==> src/rtl/axi_wr_scheduler.sv <==
// rtl/axi_wr_scheduler.sv - two-requester AXI write burst scheduler, one burst in flight
// Optional macro AXI_WR_SCHED_RR_EN: round-robin arbitration instead of fixed priority to requester 0.
module axi_wr_scheduler #(
    parameter int ASIZE = 32,
    parameter int DSIZE = 64,
    parameter int LSIZE = 8
) (
    input  logic                 axi_aclk,
    input  logic                 axi_areset,
    input  logic [1:0]           req_valid,
    output logic [1:0]           req_ready,
    input  logic [2*ASIZE-1:0]   req_addr,
    input  logic [2*LSIZE-1:0]   req_len,
    input  logic [2*DSIZE-1:0]   wr_data,
    input  logic [1:0]           wr_valid,
    output logic [1:0]           wr_ready,
    output logic [1:0]           resp_valid,
    output logic [1:0]           resp_code,
    output logic [ASIZE-1:0]     m_awaddr,
    output logic [LSIZE-1:0]     m_awlen,
    output logic [2:0]           m_awsize,
    output logic [1:0]           m_awburst,
    output logic                 m_awvalid,
    input  logic                 m_awready,
    output logic [DSIZE-1:0]     m_wdata,
    output logic [DSIZE/8-1:0]   m_wstrb,
    output logic                 m_wlast,
    output logic                 m_wvalid,
    input  logic                 m_wready,
    input  logic [1:0]           m_bresp,
    input  logic                 m_bvalid,
    output logic                 m_bready
);
    localparam logic [2:0] AWSIZE = 3'($clog2(DSIZE / 8));

    typedef enum logic [1:0] {IDLE, AW, W, B} state_t;

    state_t           state, state_nxt;
    logic             grant, grant_nxt;
    logic [ASIZE-1:0] addr_q;
    logic [LSIZE-1:0] len_q;
    logic [LSIZE-1:0] beat_cnt;
    logic             accept, beat_hs, at_last;

    // A command is never accepted while reset is held, so outputs stay quiet during reset.
    assign accept  = (state == IDLE) && (|req_valid) && !axi_areset;
    assign at_last = (beat_cnt == len_q);
    assign beat_hs = (state == W) && wr_valid[grant] && m_wready;

`ifdef AXI_WR_SCHED_RR_EN
    logic prio;

    assign grant_nxt = (&req_valid) ? prio : ~req_valid[0];

    // prio names the requester that wins the next tie: the one not served last.
    always_ff @(posedge axi_aclk) begin
        if (axi_areset) begin
            prio <= 1'b0;
        end else if (accept) begin
            prio <= ~grant_nxt;
        end
    end
`else
    assign grant_nxt = ~req_valid[0];
`endif

    always_ff @(posedge axi_aclk) begin
        if (axi_areset) begin
            state    <= IDLE;
            grant    <= 1'b0;
            addr_q   <= '0;
            len_q    <= '0;
            beat_cnt <= '0;
        end else begin
            state <= state_nxt;
            if (accept) begin
                grant    <= grant_nxt;
                addr_q   <= grant_nxt ? req_addr[2*ASIZE-1:ASIZE] : req_addr[ASIZE-1:0];
                len_q    <= grant_nxt ? req_len[2*LSIZE-1:LSIZE] : req_len[LSIZE-1:0];
                beat_cnt <= '0;
            end
            // Counter clears on the last beat, so a full-length burst never wraps.
            if (beat_hs) begin
                beat_cnt <= at_last ? '0 : beat_cnt + 1'b1;
            end
        end
    end

    always_comb begin
        state_nxt  = state;
        req_ready  = '0;
        wr_ready   = '0;
        resp_valid = '0;
        resp_code  = '0;
        m_awaddr   = '0;
        m_awlen    = '0;
        m_awsize   = '0;
        m_awburst  = '0;
        m_awvalid  = 1'b0;
        m_wdata    = '0;
        m_wstrb    = '0;
        m_wlast    = 1'b0;
        m_wvalid   = 1'b0;
        m_bready   = 1'b0;
        case (state)
            IDLE: begin
                if (accept) begin
                    req_ready[grant_nxt] = 1'b1;
                    state_nxt            = AW;
                end
            end
            AW: begin
                m_awvalid = 1'b1;
                m_awaddr  = addr_q;
                m_awlen   = len_q;
                m_awsize  = AWSIZE;
                m_awburst = 2'b01;
                if (m_awready) begin
                    state_nxt = W;
                end
            end
            W: begin
                m_wvalid        = wr_valid[grant];
                m_wdata         = grant ? wr_data[2*DSIZE-1:DSIZE] : wr_data[DSIZE-1:0];
                m_wstrb         = '1;
                m_wlast         = at_last;
                wr_ready[grant] = m_wready;
                if (beat_hs && at_last) begin
                    state_nxt = B;
                end
            end
            B: begin
                m_bready = 1'b1;
                if (m_bvalid) begin
                    resp_valid[grant] = 1'b1;
                    resp_code         = m_bresp;
                    state_nxt         = IDLE;
                end
            end
            default: state_nxt = IDLE;
        endcase
    end
endmodule

==> config.mk <==
export PLATFORM = sky130hd
export DESIGN_NAME = axi_wr_scheduler
export DESIGN_NICKNAME = d
export VERILOG_FILES = /design/src/rtl/axi_wr_scheduler.sv
export SDC_FILE = /design/constraint.sdc
export NUM_CORES = 1
export LEC_CHECK = 0
export CAP_MARGIN = 40
export CORE_AREA = 2 2 135 137
export CTS_CLUSTER_SIZE = 20
export DETAILED_ROUTE_END_ITERATION = 8
export DIE_AREA = 0 0 137 139
export SETUP_SLACK_MARGIN = 0.02
export SYNTH_ARGS = -nofsm -noshare
export SYNTH_HDL_FRONTEND = slang
export SYNTH_SLANG_ARGS = --single-unit
==> constraint.sdc <==
create_clock -name axi_aclk -period 5 [get_ports axi_aclk]
set_input_delay 1.25 -clock axi_aclk [delete_from_list [all_inputs] [get_ports axi_aclk]]
set_output_delay 1.25 -clock axi_aclk [all_outputs]
set_load 0.03 [all_outputs]
== Word level (Yosys, flattened, before mapping) ==
Index checks and enable logic that the tools add are counted.

* Bits of input ports: 219
* Output and inout port bits: 129
* Word-level logic and storage cells: 66
* Flip-flop bits (word level): 51

* Add/subtract/negate cells: 1
* Equality and inequality tests: 8
* Multiplexer cells: 34
* Bitwise gates (word level): 2
* Order comparisons: 4
* Reductions and logical operators: 12

{| class="wikitable"
|+ Operators with widths
! cell !! count
|-
| $mux W64 || 2
|-
| $mux W32 || 2
|-
| $mux W8 || 6
|-
| $mux W2 || 12
|-
| $mux W1 || 9
|-
| $add A8 B1 Y8 const B || 1
|-
| $eq A8 B8 Y1 || 1
|-
| $pmux W2 S4 || 1
|-
| $logic_and A1 B1 Y1 || 7
|-
| $ne A2 B2 Y1 const B || 3
|-
| $eq A2 B2 Y1 const B || 2
|-
| $lt A1 B2 Y1 const B || 2
|-
| $reduce_and A4 Y1 || 1
|-
| $and A2 B2 Y2 || 1
|-
| $demux W1 S1 || 2
|-
| $eq A2 B1 Y1 const B || 1
|-
| $ge A1 B1 Y1 const B || 2
|-
| $logic_not A2 Y1 || 1
|-
| $ne A2 B1 Y1 const B || 1
|-
| $reduce_bool A2 Y1 || 1
|-
| $reduce_or A2 Y1 || 1
|-
| $logic_not A1 Y1 || 1
|-
| $not A1 Y1 || 1
|}

== Depth between registers and ports, before layout ==
Gate-level depths: netlist of the first run.

* Word-level depth: 7
* Depth in mapped cells: 7
* Depth with buffers taken out: 7

== Least setup slack after synthesis of the first run ==
No wires, ideal clock.

* Path kind: input to output
* Start: input port axi_areset
* End: output port req_ready[1]
* Stages on the path: 3
* Arrival time: 2,004 ps
* Data required time: 3,750 ps
* Path buffers: 2
* Setup slack: 1,746 ps
* Cells stage by stage: buf_2 -> and4bb_2 -> buf_2

* Cells in the longest elaborated chain, start to end: 4

{| class="wikitable"
|+ RTL lines
! item !! RTL line !! text
|-
| start, declared || 9 || <nowiki>input logic axi_areset,</nowiki>
|-
| $logic_not A1 Y1 || 46 || <nowiki>assign accept = (state == IDLE) && (|req_valid) && !axi_areset;</nowiki>
|-
| $logic_and A1 B1 Y1 || 46 ||
|-
| $mux W2 || 107 || <nowiki>if (accept) begin</nowiki>
|-
| $mux W2 || 105 || <nowiki>case (state)</nowiki>
|-
| end, declared || 11 || <nowiki>output logic [1:0] req_ready,</nowiki>
|}

No other way between the ends.

== Worst setup path in the final report of the first run ==
* Start: input port req_valid[1]
* End: output port req_ready[1]

* Cells in the longest elaborated chain, start to end: 5

{| class="wikitable"
|+ RTL lines
! item !! RTL line !! text
|-
| start, declared || 10 || <nowiki>input logic [1:0] req_valid,</nowiki>
|-
| $reduce_or A2 Y1 || 46 ||
|-
| $logic_and A1 B1 Y1 (2 in a row) || 46 ||
|-
| $mux W2 || 107 ||
|-
| $mux W2 || 105 ||
|}

No other way between the ends.

==> reports/qor.txt, run 1 <==
post-CTS sizing -> 0
average size of a mapped cell -> 8.223 um2
Hold EP -> addr_q[1]
Num CTS Buffers -> 5
Simple-Gate Fraction of Synth Area -> 22.15%
placed insts -> 1009
total of max-cap violations -> 0
die area -> 19040 um2
GRT Residual Overflow -> 0
setup TNS -> 0 ps
P&R area growth vs syn -> 96.00%
# IOs -> 348
Die X -> 137 um
ys flop type -> dfxtp_1
RSZ-0062 raised after global routing -> no
maximum fanout along the worst path -> 14
Fin. Hold Viols -> 0
first-pass GRT wire length -> 26.06 mm
hold crit path type -> reg -> reg
Final Non-Filler Cells -> 1019
final setup margin -> 821.5 ps
worst endpoint required time -> 3750 ps
GPL Wtd Cong -> 0.7907
Leak -> 2.846 nW
Arr. time, crit path -> 2930 ps
Synth area leader -> dfxtp_1
initial core utilization -> 21.98%
num rows -> 49
Setup Buffers After CTS -> 0
Synth Area in Compound Gates -> 15.34%
buffers added on ports -> 345
Final Max Tran Viols -> 0
adder-cell share of the synthesized area -> 1.934%
Max Clk Rate -> 239.3 MHz
vias in the first global route -> 4334
YS warnings -> 0
post-synthesis xor/xnor area fraction -> 2.482%
r2r setup slk -> 2930 ps
DRC marker count from the first detailed-route iteration -> 115
H-tree depth -> 2
Netlist cell types -> 38
combinational family with the most area after synthesis -> multiplexers
clock transition at the registers of the reported paths -> 70 ps
slew at the pin with the worst max-slew slack -> 719.9 ps
router iterations before antenna repair -> 4
reg2reg end -> beat_cnt[2]
Reg-to-Reg Start -> grant
sequential area share after synthesis -> 26.31%
Tot GR Track Use -> 18.07%
final core occ -> 43.08%
insertion delay to the later sink of the worst-skew pair -> 290 ps
synth top area cells -> dfxtp_1, mux2i_1, nor2_1
CP endpoint kind -> output pin
clk sinks -> 51
period utilization -> 83.57%
CTS Hold Bufs -> 0
depth of the most critical reg-to-reg path -> 5
most common cell after layout, fill and taps aside -> clkdlybuf4s50_1
initial antenna violation count -> 2
EDFF count, synth -> 0
clock root buffer -> clkbuf_16
DP Worst Slack -> 835.2 ps
Final ANT Viol Nets -> 0
vias per inst -> 4.356
# setup viols final -> 0
# DRC -> 0
Total Routed Length -> 17.97 mm
Worst Hold Depth -> 2
Power, Total -> 2.758 mW
Yosys reg bits -> 51
Post-Place Cell Area -> 7458 um2
clk buf depth -> 2
Hold Startpoint -> addr_q[1]
largest net degree at the start of global routing -> 64
core area -> 17660 um2
design area -> 7607 um2
Cell Pwr Density -> 362.5 nW/um2
WS Path Type -> in -> out
async set or reset register ratio after synthesis -> 0%
mux cell area share after synthesis -> 24.08%
placed wire-length estimate -> 14.68 mm
Routed WL per cell -> 17.63 um
Nets -> 1012
Period minus WS final -> 4178 ps
share of post-route cells with drive strength above 1 -> 6.599%
most frequent cells in the layout -> clkdlybuf4s50_1, nor2_1, mux2i_1, dfxtp_1, and2_1
Setup crit start kind -> input pin
Cell Area, Synth -> 3881 um2
Mapped Cells -> 472
Slew headroom -> 52.00%
CTS tree -> yes
via count -> 4439
Die H -> 139 um
status -> finished, final reports clean
Post-Route Skew -> 4.830 ps
Hold Slack -> 447.3 ps
worst vdd rail ir drop -> 0.1906 mV
Yosys top cell area share -> 26.31%
-- power by group --
| group | total, mW | switching, mW | internal, mW |
|---|---|---|---|
| logic | 1.82 | 1.02 | 0.805 |
| registers | 0.587 | 0.0978 | 0.489 |
| clock network | 0.348 | 0.162 | 0.186 |
-- registers in the layout, indices dropped and copies added (netlist names) --
signal    cells
addr_q       32
state         2
len_q         8
beat_cnt      8
grant         1
-- logic make-up after synthesis --
group | Yosys count
and+or+nand+nor | 182
muxes | 93
AOI/OAI and AO/OA | 71
buffers and inverters | 57
DFF | 51
xor gates and xnor gates | 11
adders and majority gates | 6
other | 1
-- critical path, cell delays in order --
cell and delay (ps):
clkdlybuf4s50_1 510, and4bb_2 230, buf_4 230, clkdlybuf4s50_1 710
-- metal layers --
layer	up-vias	track usage (%)	share of wire, %
li1	2234	-	-
met1	2002	21.59	40
met2	195	32.94	52
met3	8	3.765	7.3
met4	0	3.635	0.78
met5	-	0	0
-- worst max path at each step --
| stage | from | end | cells after the start |
|---|---|---|---|
| floorplan | axi_areset | req_ready[1] | 3 |
| global placement | req_valid[1] | req_ready[1] | 4 |
| detailed placement | req_valid[1] | req_ready[1] | 4 |
| CTS | req_valid[1] | req_ready[1] | 4 |
| global route | req_valid[1] | req_ready[1] | 4 |
| finish | req_valid[1] | req_ready[1] | 4 |
-- cells in the mapped netlist (6+ instances only) --
cell	count
mux2i_1	92
dfxtp_1	51
xnor2_1	10
nand2_1	20
clkbuf_1	14
buf_2	17
a22oi_1	14
and2_1	40
buf_4	16
a211oi_2	20
ha_1	6
a211oi_1	8
inv_1	7
nor2_1	100
and3_1	7
a21oi_1	13
-- area by class of cell --
| type | instances | area (um2) |
|---|---|---|
| fillers | 1827 | 10050 |
| repair buffers | 356 | 3538 |
| multi-input cells | 365 | 2579 |
| flip-flops and latches | 51 | 1025 |
| well taps | 229 | 286.5 |
| clock buffers | 5 | 125.1 |
| inverters | 8 | 30.03 |
| clock inverters | 3 | 18.77 |
| diodes | 2 | 5.005 |
No activity file was read; power rests on OpenSTA's default activity.
==> inputs of run 2 (changes only) <==
clock period = 4.35 ns   (was 5 ns; I/O delays follow)
==> run 2 against run 1 <==
  * Register-to-register slack lost 670 ps
  * Combinational power rose by 19%
  * Final area rose by 0.99%
  * Largest cell class unchanged
==> reports/qor.txt, run 2 (synthesis gave the netlist of run 1 again) <==
Final Max Tran Viols -> 0
P&R area growth vs syn -> 97.94%
Setup crit start kind -> input pin
vias per inst -> 4.315
Filler cells -> 1810
Arr. time, crit path -> 2680 ps
clk sinks -> 51
max FFs per register -> 32
Tot GR Track Use -> 18.17%
CP endpoint kind -> output pin
initial core utilization -> 21.98%
slew at the pin with the worst max-slew slack -> 710.9 ps
Leak -> 2.879 nW
placed wire-length estimate -> 14.78 mm
maximum fanout along the worst path -> 3
Top Registers -> addr_q x32, beat_cnt x8, len_q x8
Die H -> 139 um
router iterations before antenna repair -> 4
most frequent cells in the layout -> clkdlybuf4s50_1, nor2_1, mux2i_1, dfxtp_1, and2_1
Fin. Hold Viols -> 0
Hold Slack -> 448.7 ps
period utilization -> 86.51%
vias in the first global route -> 4322
H-tree depth -> 2
WS Path Type -> in -> out
insertion delay to the later sink of the worst-skew pair -> 300 ps
share of post-route cells with drive strength above 1 -> 7.080%
Period minus WS final -> 3763 ps
post-CTS sizing -> 0
GRT Residual Overflow -> 0
clock root buffer -> clkbuf_16
clock transition at the registers of the reported paths -> 70 ps
Power, Total -> 3.329 mW
most common cell after layout, fill and taps aside -> clkdlybuf4s50_1
Most flops, register -> addr_q
total of max-cap violations -> 0
# IOs -> 348
first-pass GRT wire length -> 26.21 mm
Die X -> 137 um
DRC marker count from the first detailed-route iteration -> 114
setup TNS -> 0 ps
Multi-input gate area -> 2579 um2
Max Clk Rate -> 265.7 MHz
# setup viols final -> 0
Cell Pwr Density -> 433.3 nW/um2
die area -> 19040 um2
buffers added on ports -> 345
worst endpoint required time -> 3260 ps
# DRC -> 0
RSZ-0062 raised after global routing -> no
Final ANT Viol Nets -> 0
clk buf depth -> 2
Setup Buffers After CTS -> 0
Slew headroom -> 52.60%
Nets -> 1015
initial antenna violation count -> 2
Sequential Area -> 1025 um2
core area -> 17660 um2
Post-Route Skew -> 5.499 ps
status -> finished, final reports clean
Routed WL per cell -> 17.69 um
via count -> 4414
CTS Hold Bufs -> 0
largest net degree at the start of global routing -> 47
CTS tree -> yes
hold crit path type -> reg -> reg
GPL Wtd Cong -> 0.7799
Total Routed Length -> 18.10 mm
final core occ -> 43.51%
Num CTS Buffers -> 5
num rows -> 49
worst vdd rail ir drop -> 0.2139 mV
## run 2: power breakdown
| part | total [mW] | switching, mW | internal (mW) |
|---|---|---|---|
| clock network | 0.529 | 0.195 | 0.334 |
| registers | 0.642 | 0.0793 | 0.562 |
| logic | 2.16 | 1.22 | 0.942 |
## run 2: area by class of cell
cell class                      count  area share [%]
Antenna cell                        3         0.09772
Clock inverter                      3          0.9283
Inverter                            8          0.3909
Sequential cell                    51           13.34
Tap cell                          229           3.730
Clock buffer                        5           1.629
Multi-Input combinational cell    365           33.57
Timing Repair Buffer              359           46.32
## run 2: worst max-delay path, cell delays in order
cell and delay, ps:
clkdlybuf4s50_1 450, nand2_1 160, nor2_1 250, clkdlybuf4s50_1 720
## run 2: metrics by stage
step | instance area, um2 | setup WS (ps) | std cells
floorplan | 3885 | 1364 | 473
global placement | 7478 | 532.7 | 1012
detailed placement | 7478 | 558.7 | 1012
CTS | 7675 | 539.7 | 1020
global route | 7680 | 435.7 | 1022
finish | 7682 | 586.7 | 1023
## run 2: worst paths after layout
check	depth (start not counted)	slack, ps	start	to
worst max-delay path	4	590	m_wready	wr_ready[1]
worst min-delay path	2	450	addr_q[0]	addr_q[0]
worst min register to register	2	450	addr_q[0]	addr_q[0]
worst max register to register	6	2260	state[0]	state[0]
## run 2: routing by layer
layer | vias up | part of all wire, % | wire length [um] | global-route usage (%)
met4 | 0 | 1.1 | 206 | 3.907
met3 | 11 | 8.9 | 1613 | 5.373
li1 | 2247 | - | - | -
met2 | 201 | 50 | 9015 | 32.10
met5 | - | 0 | 0 | 0
met1 | 1955 | 40 | 7262 | 21.51
